<file path="src/rtl/random_seq_pkg.sv">
// Shared types and size defaults for the programmable counter sequencer.
package random_seq_pkg;

  localparam int unsigned SEQ_WIDTH = 3;
  localparam int unsigned SEQ_DEPTH = 8;
  localparam int unsigned SEQ_PTR_W = 3;

  typedef enum logic [1:0] {
    IDLE = 2'd0,
    RUN  = 2'd1,
    CHK  = 2'd2,
    DONE = 2'd3
  } state_t;

  typedef logic [SEQ_WIDTH-1:0] entry_t;

endpackage

</file>
<file path="src/rtl/random_seq_scheduler_seq_table.sv">
// Sequence table: DEPTH x WIDTH register file, synchronous write, asynchronous read.
module seq_table #(
  parameter int unsigned WIDTH = 3,
  parameter int unsigned DEPTH = 8,
  parameter int unsigned PTR_W = 3
) (
  input  logic             clk,
  input  logic             we,
  input  logic [PTR_W-1:0] waddr,
  input  logic [WIDTH-1:0] wdata,
  input  logic [PTR_W-1:0] raddr,
  output logic [WIDTH-1:0] rdata
);

  logic [WIDTH-1:0] mem [DEPTH];

  // Contents are deliberately not reset; the host reloads after power-up.
  always_ff @(posedge clk) begin
    if (we) mem[waddr] <= wdata;
  end

  assign rdata = mem[raddr];

endmodule

</file>
<file path="src/rtl/random_seq_scheduler.sv">
// Steps the 3-bit counter through a host-loaded value table and checks its feedback.
// Optional: define SEQ_ERR_HALT_EN to abort the sequence on the first mismatch.
module random_seq_scheduler
  import random_seq_pkg::*;
#(
  parameter int unsigned WIDTH = SEQ_WIDTH,
  parameter int unsigned DEPTH = SEQ_DEPTH,
  parameter int unsigned PTR_W = SEQ_PTR_W
) (
  input  logic             clk,
  input  logic             rst_n,
  input  logic             cfg_we,
  input  logic [PTR_W-1:0] cfg_addr,
  input  logic [WIDTH-1:0] cfg_data,
  input  logic [PTR_W-1:0] cfg_last,
  input  logic             loop_en,
  input  logic             start,
  input  logic             stop,
  input  logic [WIDTH-1:0] count,
  output logic [WIDTH-1:0] in,
  output logic             clear,
  output logic             busy,
  output logic             done,
  output logic             seq_err,
  output logic [PTR_W-1:0] step_idx
);

  state_t           state;
  logic [PTR_W-1:0] last;
  logic             loop_q;
  logic [WIDTH-1:0] exp;
  logic             chk_v;
  logic [WIDTH-1:0] rdata;
  logic             mismatch;
  logic             halt;

  seq_table #(
    .WIDTH (WIDTH),
    .DEPTH (DEPTH),
    .PTR_W (PTR_W)
  ) u_table (
    .clk   (clk),
    .we    (cfg_we & ~busy),
    .waddr (cfg_addr),
    .wdata (cfg_data),
    .raddr (step_idx),
    .rdata (rdata)
  );

  assign mismatch = chk_v && (count != exp);

`ifdef SEQ_ERR_HALT_EN
  assign halt = mismatch;
`else
  assign halt = 1'b0;
`endif

  // Moore decode; step_idx parks on last in CHK/DONE so the counter holds.
  assign clear = (state == IDLE);
  assign in    = (state == IDLE) ? '0 : rdata;
  assign busy  = (state == RUN) || (state == CHK);
  assign done  = (state == DONE);

  always_ff @(posedge clk) begin
    if (!rst_n) begin
      state    <= IDLE;
      step_idx <= '0;
      last     <= '0;
      loop_q   <= 1'b0;
      exp      <= '0;
      chk_v    <= 1'b0;
      seq_err  <= 1'b0;
    end else begin
      if (mismatch) seq_err <= 1'b1;
      case (state)
        IDLE: begin
          if (start && !stop) begin
            state    <= RUN;
            step_idx <= '0;
            seq_err  <= 1'b0;
            last     <= cfg_last;
            loop_q   <= loop_en;
          end
        end
        RUN: begin
          exp   <= rdata;
          chk_v <= 1'b1;
          if (stop || halt) begin
            state <= IDLE;
            chk_v <= 1'b0;
          end else if (step_idx == last) begin
            if (loop_q) step_idx <= '0;
            else        state    <= CHK;
          end else begin
            step_idx <= step_idx + PTR_W'(1);
          end
        end
        CHK: begin
          if (stop || halt) begin
            state <= IDLE;
            chk_v <= 1'b0;
          end else begin
            state <= DONE;
          end
        end
        DONE: begin
          state <= IDLE;
          chk_v <= 1'b0;
        end
        default: begin
          state <= IDLE;
          chk_v <= 1'b0;
        end
      endcase
    end
  end

endmodule
</file>
<file path="config.mk">
export PLATFORM = sky130hd
export DESIGN_NAME = random_seq_scheduler
export DESIGN_NICKNAME = d
export VERILOG_FILES = /design/src/rtl/random_seq_pkg.sv /design/src/rtl/random_seq_scheduler_seq_table.sv /design/src/rtl/random_seq_scheduler.sv
export SDC_FILE = /design/constraint.sdc
export NUM_CORES = 1
export LEC_CHECK = 0
export CORE_MARGIN = 5
export CORE_UTILIZATION = 45
export DETAILED_ROUTE_END_ITERATION = 10
export HOLD_SLACK_MARGIN = 0.02
export PLACE_DENSITY = 0.67
export SYNTH_ARGS = -nofsm -noshare
export SYNTH_HDL_FRONTEND = slang
export SYNTH_SLANG_ARGS = --single-unit
</file>
<file path="constraint.sdc">
create_clock -name clk -period 1.7 [get_ports clk]
set_input_delay 0.255 -clock clk [delete_from_list [all_inputs] [get_ports clk]]
set_output_delay 0.255 -clock clk [all_outputs]
set_load 0.01 [all_outputs]
</file>
==> flow_metrics.tcl, run 1 <==
set metrics [dict create \
    die_w_um 73.6 \
    vdd_drop_max_mv 0.655 \
    slew_viol_final 0 \
    cts_hold_buf 0 \
    syn_nets 162 \
    yosysTopAreaCellShare 0.396 \
    cap_violations 0 \
    start_util 0.458 \
    ys_ff_latch 41 \
    p_comb_frac 0.227 \
    rsz0062_at_grt "true" \
    design_area_um2 2410 \
    grt_pass1_wl_um 5910 \
    ys_types 33 \
    dp_slack_ps -279 \
    path_clk_slew_ps 80 \
    drt_iter0_drc 47 \
    crit_path_end_kind "output pin" \
    finClkSkew_ps 5.29 \
    htree_levels 2 \
    clockPowerShare 0.340 \
    synth.area.top_cells "edfxtp_1 40%, dfxtp_1 19%, mux4_2 7.4%, mux2i_1 3.9%, ha_1 3.4%" \
    gp_congestion 0.752 \
    route.detailed.drc 0 \
    row_count 23 \
    slowest_delay_ps 490 \
    hold_depth 2 \
    cts_tree "built" \
    critPathMaxFanout 6 \
    io_pins 28 \
    yosys_warnings 0 \
    synth_edf_count 24 \
    drive_above_1_share 0.237 \
    routed_wl_um 3740 \
    cts.sink_count 41 \
    seq_area_um2 1060 \
    powerDensity_nw_per_um2 1110 \
    first_global_vias 1268 \
    vias_per_cell 5.14 \
    cp-start-kind "register" \
    yosys.area.top_type "edfxtp_1" \
    antenna_cells 0 \
    finalCritPeriodShare 1.11 \
    outcome "finished with violations" \
    fin_ws_ps -192 \
    synth-seq-area-share 0.584 \
    p_seq_frac 0.433 \
    cts_max_path_buffers 2 \
    area_delta_synth_final_pct 32.7 \
    dieHeight_um 73.6 \
    violations "setup timing" \
    hold_viol 0 \
    portBuffers 27 \
    critical_path_class "register to output pin" \
    grt_util_all_layers 0.150 \
    syn_area_um2 1820 \
    rr_worst_depth 4 \
    p_sw_frac 0.248 \
    avgRoutedWirePerCell_um 15.9 \
    hold_class "register to register" \
    dpl_cell_area_um2 2260 \
    critPathRequiredTime_ps 1440 \
    netlist_instances 139 \
    clock.fmax_ghz 0.529 \
    fillers 328 \
    dieArea_um2 5410 \
    drtPass1Iterations 4 \
    multi_input_area_um2 751 \
    setup_viol 3 \
    hpwl_um 2810 \
    ys.flop_type "edfxtp_1" \
    layout.nets 208 \
    cts_made_buffers 5 \
    insertion_delay_ps 280 \
    drtAntennaViolNets 0 \
    num_vias 1213 \
    crit_chain "buf_12 -> mux4_2 -> mux2i_1 -> nor2_1 -> buf_2" \
    antenna_found_initial 0 \
    period_minus_slack_ps 1890 \
    worstMarginPinSlew_ps 308 \
    relSlewSlack 0.794 \
    p_switching_uw 665 \
    synthArstFlopShare 0 \
    p_leak_uw 0.000882 \
    critical_path_arrival_ps 1640 \
    root_buffer "clkbuf_8" \
    grt_max_degree 14 \
    postSynthAreaPerCell_um2 13.1 \
    internal_power_uw 2020 \
    gr-total-overflow 0 \
    crit_slowest_cell "mux4_2" \
    core_um2 3970 \
]
[worst paths after layout]
| path | from | slack, ps | to |
|---|---|---|---|
| hold / removal | seq_err | 490 | seq_err |
| setup reg to reg | state[0] | 70 | u_table.mem[2][2] |
| setup / recovery | register | -190 | in[2] |
| hold reg to reg | seq_err | 490 | seq_err |
[flip-flops by register name (all words and copies together) (netlist names), named ones only]
| signal | cells |
|---|---|
| exp | 3 |
| chk_v | 1 |
| state | 2 |
| step_idx | 3 |
| last | 3 |
| seq_err | 1 |
| loop_q | 1 |
| u_table.mem | 24 |
[cell usage in the layout, fill, tap and decap left out, types with 3 or more instances in the layout]
cell,instances
xnor2_1,6
clkdlybuf4s50_1,21
nor2_2,3
clkbuf_8,5
nand3_1,3
mux4_2,6
o2bb2ai_1,4
nand2b_1,4
o21ai_0,5
dfxtp_1,16
buf_2,3
ha_1,4
dlygate4sd2_1,3
nor2_1,8
nor2b_1,6
edfxtp_1,24
nand2_1,7
inv_1,3
a21oi_1,6
mux2i_1,6
o22ai_1,3
buf_4,15
[layout make-up]
type / count / share of cell area
sequential: 41 / 0.440
multi-input combinational: 89 / 0.311
timing repair buffer: 43 / 0.159
clock buffer: 5 / 0.0285
clock inverter: 3 / 0.0270
tap: 50 / 0.0259
inverter: 5 / 0.00778
[metrics by stage]
step | TNS (ps) | total power [uW] | utilization | instances | hold WS, ps
CTS | -645 | 2700 | 0.607 | 236 | 496
global placement | -713 | 1770 | 0.570 | 226 | 473
finish | -565 | 2680 | 0.607 | 236 | 491
detailed placement | -826 | 1790 | 0.570 | 226 | 476
global route | -806 | 2800 | 0.607 | 236 | 564
floorplan | 0 | 1520 | - | 139 | 354
[cell usage after synthesis (2+ instances only)]
cell type	n
nand2b_1	4
nand3_1	3
nor2b_1	6
buf_2	2
o2bb2ai_1	4
dfxtp_1	17
nor2_1	11
o21a_1	2
xnor2_1	6
ha_1	5
nor3_1	2
edfxtp_1	24
inv_2	2
inv_1	3
a21oi_1	6
o21ai_0	5
o22ai_1	3
mux2i_1	7
mux4_2	6
nand2_1	7
o211ai_1	2
[layer usage]
metal  wire [um]  GRT usage  vias up
met1        1510      0.167      576
met5           0          0        -
met3         195     0.0424        4
met4          53     0.0543        0
li1            -          -      608
met2        1990      0.271       25
[critical path: cells and delay by family (launching register included)]
family                 cells  cell delay, ps
and+or+nand+nor            1              60
buffers and inverters      2             260
DFF                        1             350
muxes                      2             680
[repair_timing]
item | 4_1_cts | 5_1_grt
endpoints found under the setup margin | 9 | 3
cloned | 0 | 0
pin swaps | 0 | 0
setup buffers | 2 | 0
hold endpoints to repair | 0 | 0
resized for setup | 19 | 0
[cell families (layout without fill, tap and decap cells)]
logic type / count (synthesis) / count (layout) / share of synthesized area
fa+ha+maj: 5 / 5 / 0.0344
buf+inv: 9 / 56 / 0.0241
xor+xnor: 6 / 6 / 0.0289
compound gates: 25 / 25 / 0.0991
mux: 13 / 13 / 0.113
flops: 41 / 41 / 0.584
simple gates: 40 / 40 / 0.117
[power groups by stage]
stage	sequential (uW)	combinational, uW	clock, uW
4_1_cts	1160	614	930
2_1_floorplan	1180	341	0
3_5_place_dp	1180	608	0
6_report	1160	609	912
5_1_grt	1170	675	963
3_3_place_gp	1180	593	0
Power figures use the tool's default switching activity.
==> run 2: changes to the inputs <==
- PLACE_DENSITY: 0.67 -> 0.78
==> run 2 against run 1 <==
  * The run still ends with setup timing left
  * Critical path depth is the same
  * Cell count up 2.1%
  * Setup slack lost 110 ps
  * Sequential share of layout area decreased by 0.93 points
  * Sequential power about the same
  * Clock-buffer cell count unchanged
  * Combinational power up 4.4%
  * Clock power shrank 13%
  * Fmax fell by 5.3%
  * Worst hold slack improved by 22 ps
  * Largest power group unchanged
==> flow_metrics.tcl, run 2 (same netlist as run 1, synthesis figures left out) <==
set metrics [dict create \
    cts_hold_buf 0 \
    gr-total-overflow 0 \
    vias_per_cell 5.24 \
    critical_path_class "register to output pin" \
    violations "setup timing" \
    layout.nets 213 \
    drive_above_1_share 0.298 \
    finalCritPeriodShare 1.17 \
    grt_max_degree 15 \
    largest_reg_flops 24 \
    cts_tree "built" \
    outcome "finished with violations" \
    core_um2 3970 \
    critPathMaxFanout 5 \
    hpwl_um 3000 \
    gp_congestion 0.775 \
    p_leak_uw 0.000904 \
    routed_wl_um 4010 \
    min_to "seq_err" \
    p_seq_frac 0.449 \
    period_minus_slack_ps 2000 \
    total_power_uw 2590 \
    drt_iter0_drc 62 \
    internal_power_uw 1880 \
    first_global_vias 1418 \
    hold_depth 2 \
    dpl_cell_area_um2 2260 \
    hold_class "register to register" \
    final_cells 241 \
    fin_ws_ps -297 \
    portBuffers 27 \
    root_buffer "clkbuf_8" \
    p_switching_uw 705 \
    hold_viol 0 \
    num_vias 1264 \
    row_count 23 \
    dp_cells 225 \
    cp-start-kind "register" \
    antenna_cells 0 \
    antenna_found_initial 0 \
    r2r_end "u_table.mem[0][2]" \
    rsz0062_at_grt "true" \
    avgRoutedWirePerCell_um 16.6 \
    io_pins 28 \
    area_delta_synth_final_pct 36.2 \
    layout_common_cells "24 x edfxtp_1, 21 x clkdlybuf4s50_1, 17 x buf_4" \
    slew_viol_final 0 \
    dieHeight_um 73.6 \
    cts.sink_count 41 \
    die_w_um 73.6 \
    clock.fmax_ghz 0.501 \
    final.setup.tns_ps -797 \
    powerDensity_nw_per_um2 1050 \
    critical_path_arrival_ps 1740 \
    cts_made_buffers 5 \
    rr_worst_depth 4 \
    clockPowerShare 0.306 \
    finClkSkew_ps 11.0 \
    worstMarginPinSlew_ps 324 \
    regToRegSetupSlack_ps 50 \
    mostFrequentLayoutCell "edfxtp_1" \
    grt_util_all_layers 0.173 \
    grt_pass1_wl_um 6790 \
    critPathRequiredTime_ps 1440 \
    p_sw_frac 0.273 \
    hp-start "seq_err" \
    design_area_um2 2480 \
    vdd_drop_max_mv 0.619 \
    relSlewSlack 0.783 \
    route.detailed.drc 0 \
    start_util 0.458 \
    path_clk_slew_ps 90 \
    dieArea_um2 5410 \
    crit-reg2reg-launch "state[0]" \
    crit_path_end_kind "output pin" \
    cap_violations 0 \
    insertion_delay_ps 300 \
    dp_slack_ps -295 \
    drtPass1Iterations 4 \
    drtAntennaViolNets 0 \
    top_register "u_table.mem" \
    cts_max_path_buffers 2 \
    setup_viol 3 \
    p_comb_frac 0.246 \
    htree_levels 2 \
]
-- run 2: worst max-delay path: stages (launching register included) --
cell and delay, ps:
dfxtp_4 400, buf_12 110, mux4_2 530, mux2i_4 190, nor2_1 70, buf_2 140
-- run 2: final cells by class --
class                   instances  area (um2)
fillers                       300        1500
flip-flops and latches         41        1070
multi-input cells              89         779
repair buffers                 48         433
clock buffers                   5        68.8
well taps                      50        62.6
clock inverters                 3        46.3
inverters                       5        18.8
-- run 2: power groups by stage --
stage	combinational, uW	clock, uW	sequential, uW
detailed placement	609	0	1180
finish	636	791	1160
global route	700	841	1170
CTS	623	798	1160
floorplan	341	0	1180
global placement	583	0	1180
-- run 2: worst max path at each step --
| stage | to | slack, ps | depth (start not counted) |
|---|---|---|---|
| 2_1_floorplan | u_table.mem[0][0] | 40 | 4 |
| 3_5_place_dp | in[0] | -290 | 5 |
| 5_1_grt | in[1] | -360 | 5 |
| 3_3_place_gp | in[1] | -230 | 5 |
| 6_report | in[1] | -300 | 5 |
| 4_1_cts | in[1] | -260 | 5 |
-- run 2: per-stage QoR --
stage                     utilization  hold WS [ps]
after floorplan                     -           354
after detailed placement        0.568           505
final                           0.624           513
after global routing            0.624           540
after CTS                       0.632           521
after global placement          0.568           466
-- run 2: layer usage --
| metal | track usage | vias up | wire [um] |
|---|---|---|---|
| li1 | - | 622 | - |
| met1 | 0.190 | 607 | 1630 |
| met2 | 0.315 | 28 | 2090 |
| met3 | 0.0451 | 7 | 210 |
| met4 | 0.0644 | 0 | 80 |
| met5 | 0 | - | 0 |
-- run 2: what timing repair did --
item / in CTS / in global routing
setup buffers: 19 / 4
pin swaps: 2 / 2
resized for setup: 29 / 9
endpoints found under the setup margin: 12 / 12
